File: config.mk
export PLATFORM = sky130hd
export DESIGN_NAME = dma_irq_coalescer
export DESIGN_NICKNAME = d
export VERILOG_FILES = /design/src/rtl/dma_irq_coalescer.sv
export SDC_FILE = /design/constraint.sdc
export NUM_CORES = 1
export LEC_CHECK = 0
export BUFFER_PORTS_ARGS = -buffer_cell sky130_fd_sc_hd__buf_4
export CAP_MARGIN = 20
export CORE_ASPECT_RATIO = 1.4
export CORE_MARGIN = 2
export CORE_UTILIZATION = 45
export CTS_CLUSTER_SIZE = 25
export DETAILED_ROUTE_END_ITERATION = 12
export GPL_TIMING_DRIVEN = 1
export HOLD_SLACK_MARGIN = 0.08
export PLACE_DENSITY = 0.66
export SLEW_MARGIN = 5
export SYNTH_ARGS = -nofsm -noshare
export SYNTH_HDL_FRONTEND = slang
export SYNTH_SLANG_ARGS = --single-unit
File: constraint.sdc
create_clock -name clk_i -period 7.63 [get_ports clk_i]
set_input_delay 0.763 -clock clk_i [delete_from_list [all_inputs] [get_ports clk_i]]
set_output_delay 0.763 -clock clk_i [all_outputs]
set_load 0.01 [all_outputs]
File: src/rtl/dma_irq_coalescer.sv
// rtl/dma_irq_coalescer.sv - DMA completion interrupt coalescer
// Tracks issued/completed jobs and raises one interrupt per batch, timeout or error.
module dma_irq_coalescer #(
    parameter int CntWidth   = 16,
    parameter int TimerWidth = 16
) (
    input  logic                  clk_i,
    input  logic                  rst_i,
    input  logic                  issue_valid_i,
    output logic                  issue_ready_o,
    input  logic                  done_valid_i,
    input  logic                  done_error_i,
    output logic                  done_ready_o,
    input  logic                  cfg_enable_i,
    input  logic [CntWidth-1:0]   cfg_threshold_i,
    input  logic [TimerWidth-1:0] cfg_timeout_i,
    input  logic                  ack_valid_i,
    input  logic [CntWidth-1:0]   ack_count_i,
    input  logic                  error_clear_i,
    output logic                  irq_o,
    output logic [CntWidth-1:0]   pending_o,
    output logic [CntWidth-1:0]   outstanding_o,
    output logic                  error_o,
    output logic                  underflow_o,
    output logic                  idle_o
);

    typedef enum logic [1:0] {IDLE, COLLECT, FIRE} state_t;

    localparam logic [CntWidth-1:0] CntMax = '1;
    localparam logic [CntWidth-1:0] CntOne = CntWidth'(1);

    state_t                state, state_next;
    logic [CntWidth-1:0]   outstanding, pending, pending_next, ack_eff, thr;
    logic [TimerWidth-1:0] timer;
    logic                  irq, error, underflow;
    logic                  issue_fire, done_fire, err_done, retire, timeout, hit;

    assign issue_ready_o = (outstanding != CntMax);
    assign ack_eff       = !ack_valid_i ? '0 :
                           (ack_count_i < pending) ? ack_count_i : pending;
    assign done_ready_o  = (pending != CntMax) || (ack_eff != '0);
    assign issue_fire    = issue_valid_i & issue_ready_o;
    assign done_fire     = done_valid_i & done_ready_o;
    assign err_done      = done_fire & done_error_i;

    // With nothing outstanding, a completion only retires the job issued in the same cycle.
    assign retire        = done_fire & ((outstanding != '0) | issue_fire);

    assign pending_next  = pending + (done_fire ? CntOne : '0) - ack_eff;
    assign thr           = (cfg_threshold_i == '0) ? CntOne : cfg_threshold_i;
    assign timeout       = (state == COLLECT) && (cfg_timeout_i != '0) &&
                           (timer == cfg_timeout_i - TimerWidth'(1));
    assign hit           = (pending_next >= thr) || err_done || timeout;

    always_comb begin
        state_next = state;
        unique case (state)
            IDLE: begin
                if (hit)            state_next = FIRE;
                else if (done_fire) state_next = COLLECT;
            end
            COLLECT: begin
                if (pending_next == '0) state_next = IDLE;
                else if (hit)           state_next = FIRE;
            end
            FIRE: begin
                if (pending_next == '0)
                    state_next = IDLE;
                else if (ack_valid_i && (pending_next < thr) && !err_done)
                    state_next = COLLECT;
            end
            default: state_next = IDLE;
        endcase
    end

    always_ff @(posedge clk_i) begin
        if (rst_i) begin
            state       <= IDLE;
            timer       <= '0;
            outstanding <= '0;
            pending     <= '0;
            irq         <= 1'b0;
            error       <= 1'b0;
            underflow   <= 1'b0;
        end else begin
            state   <= state_next;
            pending <= pending_next;
            // Driven from the next state so a threshold hit shows on the following cycle.
            irq     <= (state_next == FIRE) & cfg_enable_i;

            if (issue_fire && !retire)
                outstanding <= outstanding + CntOne;
            else if (!issue_fire && retire)
                outstanding <= outstanding - CntOne;

            if (done_fire && (outstanding == '0) && !issue_fire)
                underflow <= 1'b1;

            if (err_done)
                error <= 1'b1;
            else if (error_clear_i)
                error <= 1'b0;

            if ((state_next == COLLECT) && (state != COLLECT))
                timer <= '0;
            else if ((state == COLLECT) && (timer != '1))
                timer <= timer + TimerWidth'(1);
        end
    end

    assign irq_o         = irq;
    assign pending_o     = pending;
    assign outstanding_o = outstanding;
    assign error_o       = error;
    assign underflow_o   = underflow;
    assign idle_o        = (outstanding == '0) && (pending == '0);

endmodule

==> metrics.yaml <==
job:
  maxCapViolCount: 0
sta:
  fmax_mhz: 143
  skew_ns: 0.00963
  setup_tns_ns: 0
  post-route-period-util_pct: 91.4
  fin_hold_ws_ns: 0.495
  finalCriticalPeriod_ns: 6.98
  relSlewSlack_pct: 42.2
  finalMaxSlewViolations: 0
  rsz0062_at_grt: "no"
  worst_pin_slew_ns: 0.859
  final-hold-violation-count: 0
  setup_violations: 0
drt:
  drtPass1Iterations: 5
  ant_nets: 0
  wl_um: 15500
  vias_per_cell: 5.95
  route.vias.total: 5529
  avgRoutedWirePerCell_um: 16.7
  drtIter0Drc: 343
  drc: 0
setup_path:
  critPathArrivalTime_ns: 7.17
  r2r-start: "pending_o[15]$_SDFF_PP0_"
  worstSetupEndpointType: "flip-flop"
  r2r_slack_ns: 0.70
  start_kind: "input port"
  reg2reg_depth: 25
  critPathMaxFanout: 16
  worstSetupPathType: "input port to flip-flop"
  worstPathRequired_ns: 7.83
  rr_endpoint: "timer[3]$_SDFFE_PP0P_"
placement:
  gp_congestion: 0.894
  dp.cells: 921
  numPortBuffers: 93
  dp_hpwl_um: 12500
die:
  floorplan.initialDensity_pct: 45.6
  ios: 94
  die_w_um: 98.2
  fp.coreArea_mm2: 0.0123
  num_rows: 48
  fp.dieArea_mm2: 0.0133
  die_y_um: 136
synth:
  synth-seq-cells: 53
  yosysSeqAreaShare_pct: 19.0
  synth_nets: 822
  syn_inst: 687
  syn_area_mm2: 0.00559
  yosysWarnings: 0
  synth_cell_types: 61
  synth_top_flop_cell: "dfxtp_1"
  synth_area_per_cell_um2: 8.13
  synth_edf_count: 0
  ys_async_sr_fraction_pct: 0
status:
  outcome: "complete, no violations"
pwr:
  p_clk_share_pct: 8.0
  power.density_mw_per_mm2: 446
  p_int_mw: 1.47
  leakagePower_nw: 2.88
  p_sw_mw: 1.48
  seq_power_share_pct: 16.2
  vdd_drop_max_v: 0.000211
  power_mw: 2.94
  combPwrFrac_pct: 75.8
  p_sw_share_pct: 50.2
min_path:
  holdPathStages: 2
  hp-start: "underflow_o$_SDFFE_PP0P_"
  holdCritPathClass: "flip-flop to flip-flop"
  worstHoldEndpoint: "underflow_o$_SDFFE_PP0P_"
global_route:
  grt_pass1_wl_um: 25200
  grt_pass1_vias: 5390
  grt_use_total_pct: 22.8
  grt_max_degree: 48
  grt_antenna_before_repair: 0
  overflow: 0
clocking:
  insertion_delay_ns: 0.30
  clk_pin_slew_worst_paths_ns: 0.07
  htreeDepth: 2
  postCtsHoldBufs: 0
  ctsResizeCount: 0
  cts-root-buf: "clkbuf_16"
  clockBufferDepth: 2
  cts_made_buffers: 5
  cts_setup_buffers: 0
  cts_tree: "built"
  clkSinkCount: 53
finish:
  final_cell_mix: "buf_4 (99), ha_1 (77), nor2_1 (55)"
  nets: 913
  synthToLayoutAreaGrowth_pct: 18.1
  n_antenna_cell: 0
  stdcell_count: 929
  final_common_cell: "buf_4"
  drive_gt1_share_pct: 18.2
-- how the worst max path moves through the flow --
stage	startpoint	to	slack, ns	cells past startpoint
after floorplan	ack_count_i[15]	timer[10]$_SDFFE_PP0P_	1.39	27
after global placement	ack_count_i[2]	timer[4]$_SDFFE_PP0P_	0.57	27
final	ack_count_i[2]	timer[3]$_SDFFE_PP0P_	0.65	27
after global routing	ack_count_i[2]	timer[0]$_SDFFE_PP0P_	0.08	27
after CTS	ack_count_i[2]	timer[0]$_SDFFE_PP0P_	0.60	27
after detailed placement	ack_count_i[2]	timer[15]$_SDFFE_PP0P_	0.35	27
-- logic make-up (layout without fill, tap and decap cells) --
logic type	count (synthesis)	after routing	synth area share, %
adders and majority gates	79	79	18.0
buffers and inverters	68	160	4.99
and+or+nand+nor	266	266	26.5
xor gates and xnor gates	55	55	8.62
DFF	53	53	19.0
muxes	35	35	6.65
AOI/OAI and AO/OA	131	131	16.3
-- metrics by stage --
step                worst slack (ns)  util [%]  instance area (µm²)
global placement               0.565      52.6                 6450
CTS                            0.599      53.9                 6600
finish                         0.654      53.9                 6600
detailed placement             0.354      52.6                 6450
floorplan                       1.39         -                 5590
global route                  0.0789      53.9                 6600
-- flip-flops by register name, indices dropped and copies added (netlist names) --
signal         flops
state              2
underflow_o        1
pending_o         16
irq_o              1
outstanding_o     16
timer             16
error_o            1
-- cell type report --
class | count | area (µm²)
Clock buffer | 5 | 125
Inverter | 53 | 199
Fill cell | 1188 | 5650
Tap cell | 150 | 188
Multi-Input combinational cell | 566 | 4260
Clock inverter | 3 | 25.0
Timing Repair Buffer | 99 | 743
Sequential cell | 53 | 1060
-- synthesized netlist by cell type, types with 14 or more instances --
cell | n | area share, %
nand3_1 | 25 | 2.2
nor3_1 | 26 | 2.3
a21oi_1 | 24 | 2.2
nand4_1 | 22 | 2.5
nand2_1 | 35 | 2.4
xor2_1 | 26 | 4.1
nor4_1 | 30 | 3.4
mux2i_1 | 18 | 3.2
dfxtp_1 | 53 | 19
a21o_1 | 14 | 1.9
inv_1 | 53 | 3.6
xnor2_1 | 29 | 4.5
mux2_2 | 17 | 3.4
ha_1 | 77 | 17
nor2_1 | 55 | 3.7
o21ai_0 | 21 | 1.9
nor2b_1 | 17 | 1.9
-- worst max-delay path, stage by stage --
cell      delay [ns]
buf_4           0.12
ha_1            0.32
a211oi_1        0.23
o21ai_0         0.15
a32o_1          0.26
nor4_1          0.55
o31ai_1         0.16
buf_4           0.19
inv_1           0.12
ha_1            0.13
inv_1           0.04
ha_1            0.20
fa_1            0.41
a211oi_1        0.35
o21bai_1        0.19
a41o_1          0.30
nand2_1         0.08
xor2_1          0.24
inv_1           0.08
ha_1            0.30
nand4_1         0.10
nor3_1          0.29
nand3_1         0.13
o31ai_1         0.44
a31oi_1         0.18
and3_1          0.48
nor4_1          0.38
-- layer usage --
metal	up-vias	track usage, %	wire length (µm)
met4	0	7.69	377
met3	27	3.14	669
li1	2752	-	-
met5	-	0	0
met2	153	42.7	7960
met1	2597	26.5	6510
-- power by group through the flow --
stage	sequential, mW	clock, mW	combinational [mW]
after floorplan	0.472	0	1.61
after global placement	0.477	0	2.13
after detailed placement	0.480	0	2.19
after CTS	0.473	0.243	2.21
after global routing	0.487	0.252	2.51
final	0.476	0.235	2.23
No activity file was read; power rests on OpenSTA's default activity.
